$ cat config.mk
export PLATFORM = sky130hd
export DESIGN_NAME = sha2_sched_ctrl_flat
export DESIGN_NICKNAME = d
export VERILOG_FILES = /design/src/rtl/sha2_sched_ctrl_if.sv /design/src/rtl/sha2_sched_ctrl.sv /design/src/flat_wrapper.sv
export SDC_FILE = /design/constraint.sdc
export NUM_CORES = 2
export LEC_CHECK = 0
export CAP_MARGIN = 15
export CELL_PAD_IN_SITES_DETAIL_PLACEMENT = 0
export CELL_PAD_IN_SITES_GLOBAL_PLACEMENT = 1
export CORE_MARGIN = 2
export CORE_UTILIZATION = 25
export DETAILED_ROUTE_END_ITERATION = 10
export PLACE_DENSITY_LB_ADDON = 0.1
export SYNTH_ARGS = -nofsm -noshare
export SYNTH_HDL_FRONTEND = slang
export SYNTH_SLANG_ARGS = --single-unit
$ cat constraint.sdc
create_clock -name clk -period 37.7 [get_ports clk]
set_clock_uncertainty 0.05 [all_clocks]
set_input_delay 5.655 -clock clk [delete_from_list [all_inputs] [get_ports clk]]
set_output_delay 5.655 -clock clk [all_outputs]
set_load 0.02 [all_outputs]
$ cat src/rtl/sha2_sched_ctrl_if.sv
// Bus between a SHA-2 block source and the round controller.
//
// Handshake: start is the request and ready is the acceptance window. A block
// transfers on the rising clock edge where start=1 and ready=1; mode_512,
// first_block and msg_in are sampled on that same edge only. start seen while
// ready=0 is dropped, not queued. abort is a level-sensitive cancel that acts
// on the next edge whenever the controller is not idle.
interface sha2_sched_ctrl_if #(
  parameter int WORD_W = 64
);
  logic                  start;
  logic                  mode_512;
  logic                  first_block;
  logic                  abort;
  logic [16*WORD_W-1:0]  msg_in;

  logic                  ready;
  logic                  busy;
  logic                  load_state;
  logic                  sel_iv;
  logic                  round_valid;
  logic [6:0]            round_idx;
  logic [WORD_W-1:0]     w_out;
  logic                  final_add;
  logic                  done;
  logic [2:0]            dbg_state;

  modport master (
    output start, mode_512, first_block, abort, msg_in,
    input  ready, busy, load_state, sel_iv, round_valid, round_idx, w_out,
           final_add, done, dbg_state
  );

  modport slave (
    input  start, mode_512, first_block, abort, msg_in,
    output ready, busy, load_state, sel_iv, round_valid, round_idx, w_out,
           final_add, done, dbg_state
  );
endinterface

$ cat src/rtl/sha2_sched_ctrl.sv
// SHA-2 round controller with an in-line message-schedule generator.
// Sequences IDLE -> LOAD -> ROUND -> FINAL -> DONE for one block and streams
// W_t / t each ROUND cycle; SHA-256 or SHA-512 is chosen per block.
module sha2_sched_ctrl #(
  parameter int WORD_W = 64
) (
  input logic              clk,
  input logic              rst,
  sha2_sched_ctrl_if.slave bus
);

  typedef enum logic [2:0] {
    S_IDLE  = 3'd0,
    S_LOAD  = 3'd1,
    S_ROUND = 3'd2,
    S_FINAL = 3'd3,
    S_DONE  = 3'd4
  } state_t;

  localparam logic [6:0]        LAST_256 = 7'd63;
  localparam logic [6:0]        LAST_512 = 7'd79;
  localparam logic [WORD_W-1:0] MASK_32  = WORD_W'(64'h0000_0000_FFFF_FFFF);

  state_t            state_q;
  state_t            state_d;
  logic [6:0]        t_q;
  logic              mode_q;
  logic              first_q;
  logic [WORD_W-1:0] win_q [16];
  logic [WORD_W-1:0] load_word [16];
  logic [WORD_W-1:0] new_word;
  logic              accept;
  logic              mode_in;
  logic [6:0]        last_t;
  logic [63:0]       w0_x, w1_x, w9_x, w14_x;
  logic [31:0]       sum_256;
  logic [63:0]       sum_512;

  function automatic logic [31:0] rotr32(input logic [31:0] x, input int n);
    return (x >> n) | (x << (32 - n));
  endfunction

  function automatic logic [63:0] rotr64(input logic [63:0] x, input int n);
    return (x >> n) | (x << (64 - n));
  endfunction

  function automatic logic [31:0] sig0_256(input logic [31:0] x);
    return rotr32(x, 7) ^ rotr32(x, 18) ^ (x >> 3);
  endfunction

  function automatic logic [31:0] sig1_256(input logic [31:0] x);
    return rotr32(x, 17) ^ rotr32(x, 19) ^ (x >> 10);
  endfunction

  function automatic logic [63:0] sig0_512(input logic [63:0] x);
    return rotr64(x, 1) ^ rotr64(x, 8) ^ (x >> 7);
  endfunction

  function automatic logic [63:0] sig1_512(input logic [63:0] x);
    return rotr64(x, 19) ^ rotr64(x, 61) ^ (x >> 6);
  endfunction

  // A 32-bit build has no SHA-512 datapath, so the mode request is tied off.
  assign mode_in = (WORD_W == 64) ? bus.mode_512 : 1'b0;
  assign accept  = (state_q == S_IDLE) && bus.start;
  assign last_t  = mode_q ? LAST_512 : LAST_256;

  // Slice the block into M0..M15; SHA-256 keeps only the low 32 bits per word.
  always_comb begin
    for (int i = 0; i < 16; i++) begin
      load_word[i] = mode_in ? bus.msg_in[(16-i)*WORD_W-1 -: WORD_W]
                             : (bus.msg_in[(16-i)*WORD_W-1 -: WORD_W] & MASK_32);
    end
  end

  // Next schedule word W_{t+16} from the current window taps.
  always_comb begin
    w0_x     = 64'(win_q[0]);
    w1_x     = 64'(win_q[1]);
    w9_x     = 64'(win_q[9]);
    w14_x    = 64'(win_q[14]);
    sum_256  = sig1_256(w14_x[31:0]) + w9_x[31:0] + sig0_256(w1_x[31:0]) + w0_x[31:0];
    sum_512  = sig1_512(w14_x) + w9_x + sig0_512(w1_x) + w0_x;
    new_word = mode_q ? WORD_W'(sum_512) : WORD_W'(sum_256);
  end

  // State register.
  always_ff @(posedge clk or posedge rst) begin
    if (rst) begin
      state_q <= S_IDLE;
    end else begin
      state_q <= state_d;
    end
  end

  // Next-state logic; abort wins over every non-idle transition.
  always_comb begin
    state_d = state_q;
    case (state_q)
      S_IDLE:  if (bus.start) state_d = S_LOAD;
      S_LOAD:  state_d = bus.abort ? S_IDLE : S_ROUND;
      S_ROUND: begin
        if (bus.abort)          state_d = S_IDLE;
        else if (t_q == last_t) state_d = S_FINAL;
      end
      S_FINAL: state_d = bus.abort ? S_IDLE : S_DONE;
      S_DONE:  state_d = S_IDLE;
      default: state_d = S_IDLE;
    endcase
  end

  // Block capture on accept; round counter and window advance only in ROUND.
  always_ff @(posedge clk or posedge rst) begin
    if (rst) begin
      t_q     <= 7'd0;
      mode_q  <= 1'b0;
      first_q <= 1'b0;
      for (int i = 0; i < 16; i++) win_q[i] <= '0;
    end else if (accept) begin
      t_q     <= 7'd0;
      mode_q  <= mode_in;
      first_q <= bus.first_block;
      for (int i = 0; i < 16; i++) win_q[i] <= load_word[i];
    end else if (state_q == S_ROUND) begin
      t_q <= t_q + 7'd1;
      for (int i = 0; i < 15; i++) win_q[i] <= win_q[i+1];
      win_q[15] <= new_word;
    end
  end

  // Moore output decode from state, round counter and window head.
  always_comb begin
    bus.ready       = (state_q == S_IDLE);
    bus.busy        = (state_q == S_LOAD) || (state_q == S_ROUND) || (state_q == S_FINAL);
    bus.load_state  = (state_q == S_LOAD);
    bus.sel_iv      = (state_q == S_LOAD) && first_q;
    bus.round_valid = (state_q == S_ROUND);
    bus.round_idx   = (state_q == S_ROUND) ? t_q : 7'd0;
    bus.w_out       = (state_q == S_ROUND) ? win_q[0] : '0;
    bus.final_add   = (state_q == S_FINAL);
    bus.done        = (state_q == S_DONE);
    bus.dbg_state   = state_q;
  end

endmodule

$ cat src/flat_wrapper.sv
// flat-port wrapper written by rule: the top's interface ports become plain ports
module sha2_sched_ctrl_flat 
#(
  parameter int WORD_W = 64
)
  (clk, rst, bus_start, bus_mode_512, bus_first_block, bus_abort, bus_msg_in, bus_ready, bus_busy, bus_load_state, bus_sel_iv, bus_round_valid, bus_round_idx, bus_w_out, bus_final_add, bus_done, bus_dbg_state);
  sha2_sched_ctrl_if #(.WORD_W(WORD_W)) bus_i ();
  input logic clk;
  input logic rst;
  input wire logic [$bits(bus_i.start)-1:0] bus_start;
  input wire logic [$bits(bus_i.mode_512)-1:0] bus_mode_512;
  input wire logic [$bits(bus_i.first_block)-1:0] bus_first_block;
  input wire logic [$bits(bus_i.abort)-1:0] bus_abort;
  input wire logic [$bits(bus_i.msg_in)-1:0] bus_msg_in;
  output wire logic [$bits(bus_i.ready)-1:0] bus_ready;
  output wire logic [$bits(bus_i.busy)-1:0] bus_busy;
  output wire logic [$bits(bus_i.load_state)-1:0] bus_load_state;
  output wire logic [$bits(bus_i.sel_iv)-1:0] bus_sel_iv;
  output wire logic [$bits(bus_i.round_valid)-1:0] bus_round_valid;
  output wire logic [$bits(bus_i.round_idx)-1:0] bus_round_idx;
  output wire logic [$bits(bus_i.w_out)-1:0] bus_w_out;
  output wire logic [$bits(bus_i.final_add)-1:0] bus_final_add;
  output wire logic [$bits(bus_i.done)-1:0] bus_done;
  output wire logic [$bits(bus_i.dbg_state)-1:0] bus_dbg_state;
  assign bus_i.start = bus_start;
  assign bus_i.mode_512 = bus_mode_512;
  assign bus_i.first_block = bus_first_block;
  assign bus_i.abort = bus_abort;
  assign bus_i.msg_in = bus_msg_in;
  assign bus_ready = bus_i.ready;
  assign bus_busy = bus_i.busy;
  assign bus_load_state = bus_i.load_state;
  assign bus_sel_iv = bus_i.sel_iv;
  assign bus_round_valid = bus_i.round_valid;
  assign bus_round_idx = bus_i.round_idx;
  assign bus_w_out = bus_i.w_out;
  assign bus_final_add = bus_i.final_add;
  assign bus_done = bus_i.done;
  assign bus_dbg_state = bus_i.dbg_state;
  sha2_sched_ctrl #(.WORD_W(WORD_W)) u_core (.clk(clk), .rst(rst), .bus(bus_i));
endmodule
== After elaboration in Yosys (flattened, before gate mapping) ==
Index checks and enable logic that the tools add are counted.
Cells by class
  $add $sub $neg: 7
  equality and inequality tests: 7
  mux-type cells: 30
  bitwise gates (word level): 16
  reductions and logical operators: 7
Operator list (count)
  $mux 1024: 2
  $mux 64: 18
  $add 64x64->64: 3
  $xor 64x64->64: 2
  $add 32x32->32: 3
  $or 3x64->64: 1
  $or 45x64->64: 1
  $or 56x64->64: 1
  $or 63x64->64: 1
  $xor 32x32->32: 2
  $xor 64x57->64: 1
  $xor 64x58->64: 1
  $or 13x32->32: 1
  $or 14x32->32: 1
  $or 15x32->32: 1
  $or 25x32->32: 1
  $xor 32x22->32: 1
  $xor 32x29->32: 1
  $mux 7: 4
  $mux 3: 4
  $pmux 3 s4: 1
  $add 7x1->7 const B: 1
  $eq 7x7->1: 1
  $eq 3x2->1 const B: 2
  10 further kinds: 12
Storage, ports and cells
  register bits after elaboration: 1036
  bits of input ports: 1030
  output and inout bits: 81

== Longest topological paths before layout ==
  depth in word-level cells: 9
  depth in mapped cells: 19
  mapped depth without buffers: 18

== Worst setup path before layout ==
OpenSTA, ideal clock, no wires.
  path kind: register to output
  start: register u_core.state_q[0] (netlist: u_core.bus.dbg_state[0])
  end: output bus_w_out[48]
  data arrival time: 2102 ps
  required time: 31995 ps
  slack: 29893 ps
  cell stages (with the launch flop): 8
  path buffers: 4
  cell sequence: dfrtp_1 -> nor2_1 -> nand2_1 -> clkbuf_1 -> clkbuf_1 -> clkbuf_1 -> buf_1 -> nor2_1
Between the ends
  cells in the longest elaborated chain, start to end: 2
RTL lines
  start, declared: RTL line sha2_sched_ctrl.sv:24  | state_t state_q;
  start signal, assigned: RTL line sha2_sched_ctrl.sv:92  | state_q <= state_d;
  $eq 3x2->1: RTL line sha2_sched_ctrl.sv:139  | bus.w_out = (state_q == S_ROUND) ? win_q[0] : '0;
  $mux 64: RTL line sha2_sched_ctrl.sv:139
  end, declared: RTL line flat_wrapper.sv:21  | output wire logic [$bits(bus_i.w_out)-1:0] bus_w_out;
Every way passes these cells.

== Worst setup path in the final report ==
  start: register u_core.state_q[2] (netlist: u_core.bus.dbg_state[2])
  end: output bus_w_out[45]
Same word-level chain as after synthesis.

==> results.py <==
metrics = {
    "worst_setup_path": {
        "cpMostUsedCell": "buf_4",
        "criticalPathCategory": "flop to output port",
        "critPathRequiredTime_ns": 31.99,
        "worstPathMaxFanout": 146,
        "crit_slowest_cell": "buf_4",
        "critPathMaxStageDelay_ns": 0.76,
        "start_kind": "flop",
        "cp.arrival_ns": 5.20,
        "endpoint_kind": "output port",
        "cp_cell_sequence": "nor2_2, buf_4, nand2_4, buf_12, buf_4, buf_4, nor2_1, clkdlybuf4s50_1",
    },
    "floorplanning": {
        "die_h_um": 491,
        "die_w_um": 491,
        "row_count": 178,
        "initial_utilization_pct": 25.2,
        "die_area_mm2": 0.241,
        "num_io_pins": 1111,
        "core_mm2": 0.235,
    },
    "sta": {
        "holdWs_ns": 0.421,
        "fin_crit_ns": 10.91,
        "setup-violations-final": 0,
        "rsz0062_at_grt": "false",
        "hold_viol": 0,
        "slew_headroom_pct": 20.2,
        "fin_crit_sh_pct": 28.9,
        "maxSlewViolCount": 0,
        "fmax_mhz": 91.7,
        "fin_setup_tns_ns": 0,
        "max_slew.worst_pin.slew_ns": 1.20,
    },
    "detailed_routing": {
        "vias": 54780,
        "viasPerCell": 5.02,
        "wirelength_mm": 321,
        "ant_nets": 0,
        "wl_per_cell_um": 29.4,
        "drt_iter0_drc": 4902,
        "drc": 0,
        "dr.pass1.iters": 6,
    },
    "place": {
        "finalWeightedCongestion": 0.910,
        "io_buffer_count": 1110,
        "place_hpwl_mm": 242,
    },
    "grt": {
        "antenna_found_initial": 68,
        "grt_pass1_wl_mm": 446,
        "grt_pass1_vias": 54980,
        "grt_max_degree": 190,
        "overflow": 0,
        "grt_usage_pct": 26.0,
    },
    "synth": {
        "syn-num-nets": 8214,
        "synth.distinct_cells": 79,
        "ys_ff_latch": 1036,
        "synth_top_flop_cell": "dfrtp_1",
        "syn_area_per_cell_um2": 8.59,
        "netlist.area_leader.share_pct": 43.7,
        "synthCells": 6901,
        "synth_warnings": 0,
        "seq_area_frac_synth_pct": 43.7,
        "yosys-top-cells-count": "1967 x nand2_1, 1036 x dfrtp_1, 597 x clkbuf_1, 586 x a21oi_1, 506 x a22oi_1",
        "post_synth_main_area_contributors": "dfrtp_1 44%, nand2_1 12%, a22oi_1 6.4%, fa_1 6.3%, xnor2_1 5.6%",
        "synth_top_area_cell": "dfrtp_1",
        "synth_most_common_cell": "nand2_1",
        "synthArstFlopShare_pct": 100,
        "netlist_area_mm2": 0.0593,
        "synth_edf_count": 0,
    },
    "finish": {
        "drive_gt1_share_pct": 4.32,
        "fin_util_pct": 32.9,
        "area_growth_pct": 30.8,
        "nets": 8933,
    },
    "cts": {
        "cts_buffer_depth": 3,
        "cts_tree": "yes",
        "clock_latency_ns": 0.80,
        "clockRootBuffer": "clkbuf_16",
        "clk_pin_slew_ns": 0.06,
        "cts_hold_buf": 0,
        "post_cts_resized": 0,
        "cts.sink_count": 1036,
        "cts_inserted_buffers": 141,
        "cts_setup_buffers": 0,
        "cts.htree.levels": 4,
    },
    "flow_run": {
        "drv_cap": 0,
    },
    "worst_hold_path": {
        "hp-class": "flop to flop",
    },
    "status": {
        "outcome": "finished clean",
    },
}
-- metal layers --
metal	track usage, %	share of wire, %	vias to the layer above
met5	0	0.042	-
met3	3.80	4.9	371
met4	8.55	3.0	22
met2	39.8	45	1761
met1	37.2	47	27805
li1	-	-	24821
-- critical path, delay by kind of cell, from the launching register on --
kind                   cells  cell delay, ns
buffers and inverters      5            2.91
AND/OR/NAND/NOR            3            0.73
flip-flops                 1            0.51
-- sequential cells by signal, indices dropped and copies added (netlist names) --
name and flops:
u_core.bus.dbg_state 3, u_core.w1_x 64, u_core.w14_x 64, u_core.w0_x 64, u_core.mode_q 1, u_core.win_q 768
u_core.t_q 7, u_core.first_q 1, u_core.w9_x 64
-- per-stage QoR --
step | std cells | area, um2 | worst slack, ns
floorplan | 6901 | 59300 | 2.84
global placement | 10627 | 72800 | 27.37
global route | 10905 | 77500 | 26.44
detailed placement | 10627 | 72800 | 27.30
CTS | 10878 | 77500 | 26.64
finish | 10908 | 77600 | 26.79
-- cell families (layout without fill, tap and decap cells) --
kind of cell | count (synthesis) | in the layout | synth area share (%)
AND/OR/NAND/NOR | 2262 | 2262 | 14.9
AO/OA/AOI/OAI | 1891 | 1891 | 20.2
flip-flops | 1036 | 1036 | 43.7
buffers and inverters | 982 | 1809 | 6.22
XOR/XNOR | 436 | 436 | 6.44
adder cells (fa/ha/maj) | 283 | 283 | 8.35
multiplexers | 11 | 11 | 0.188
other | 0 | 30 | 0
-- cell usage in the layout, fill, tap and decap left out, types with 30 or more instances in the layout --
master,count
a31oi_1,494
ha_1,95
xnor2_1,379
a21oi_1,586
a21o_1,36
o21ai_0,123
nor2_1,151
inv_1,359
and3_1,30
nand2_1,1965
a22oi_1,506
clkbuf_16,144
dfrtp_1,1035
buf_4,78
clkdlybuf4s50_1,1109
clkbuf_1,42
diode_2,30
fa_1,188
xor2_1,57
clkbuf_8,34
-- path summary, 6_finish.rpt --
| kind | startpoint | endpoint | slack (ns) | cells after the start |
|---|---|---|---|---|
| worst max-delay path | u_core.bus.dbg_state[2]$_DFFE_PP0P_ | bus_w_out[45] | 26.79 | 8 |
| worst min-delay path | u_core.win_q[343]$_DFFE_PP0P_ | u_core.win_q[343]$_DFFE_PP0P_ | 0.42 | 2 |
| worst max register to register | u_core.w14_x[7]$_DFFE_PP0P_ | u_core.win_q[45]$_DFFE_PP0P_ | 31.12 | 16 |
| worst min register to register | u_core.win_q[343]$_DFFE_PP0P_ | u_core.win_q[343]$_DFFE_PP0P_ | 0.42 | 2 |
| max in group asynchronous | rst | u_core.w9_x[22]$_DFFE_PP0P_ | 29.12 | 5 |
| min in group asynchronous | rst | u_core.w1_x[47]$_DFFE_PP0P_ | 5.40 | 2 |
-- cell type report --
cell class | count | area, um2
tap | 3150 | 3940
fill | 24858 | 158000
sequential | 1036 | 25900
multi-input combinational | 4883 | 29700
clock buffer | 220 | 4230
antenna | 30 | 75.1
clock inverter | 31 | 432
inverter | 361 | 1370
timing repair buffer | 1197 | 11900
Power is not shown: default switching activity piles up to over one toggle a cycle in this logic, so the estimate is an artifact.
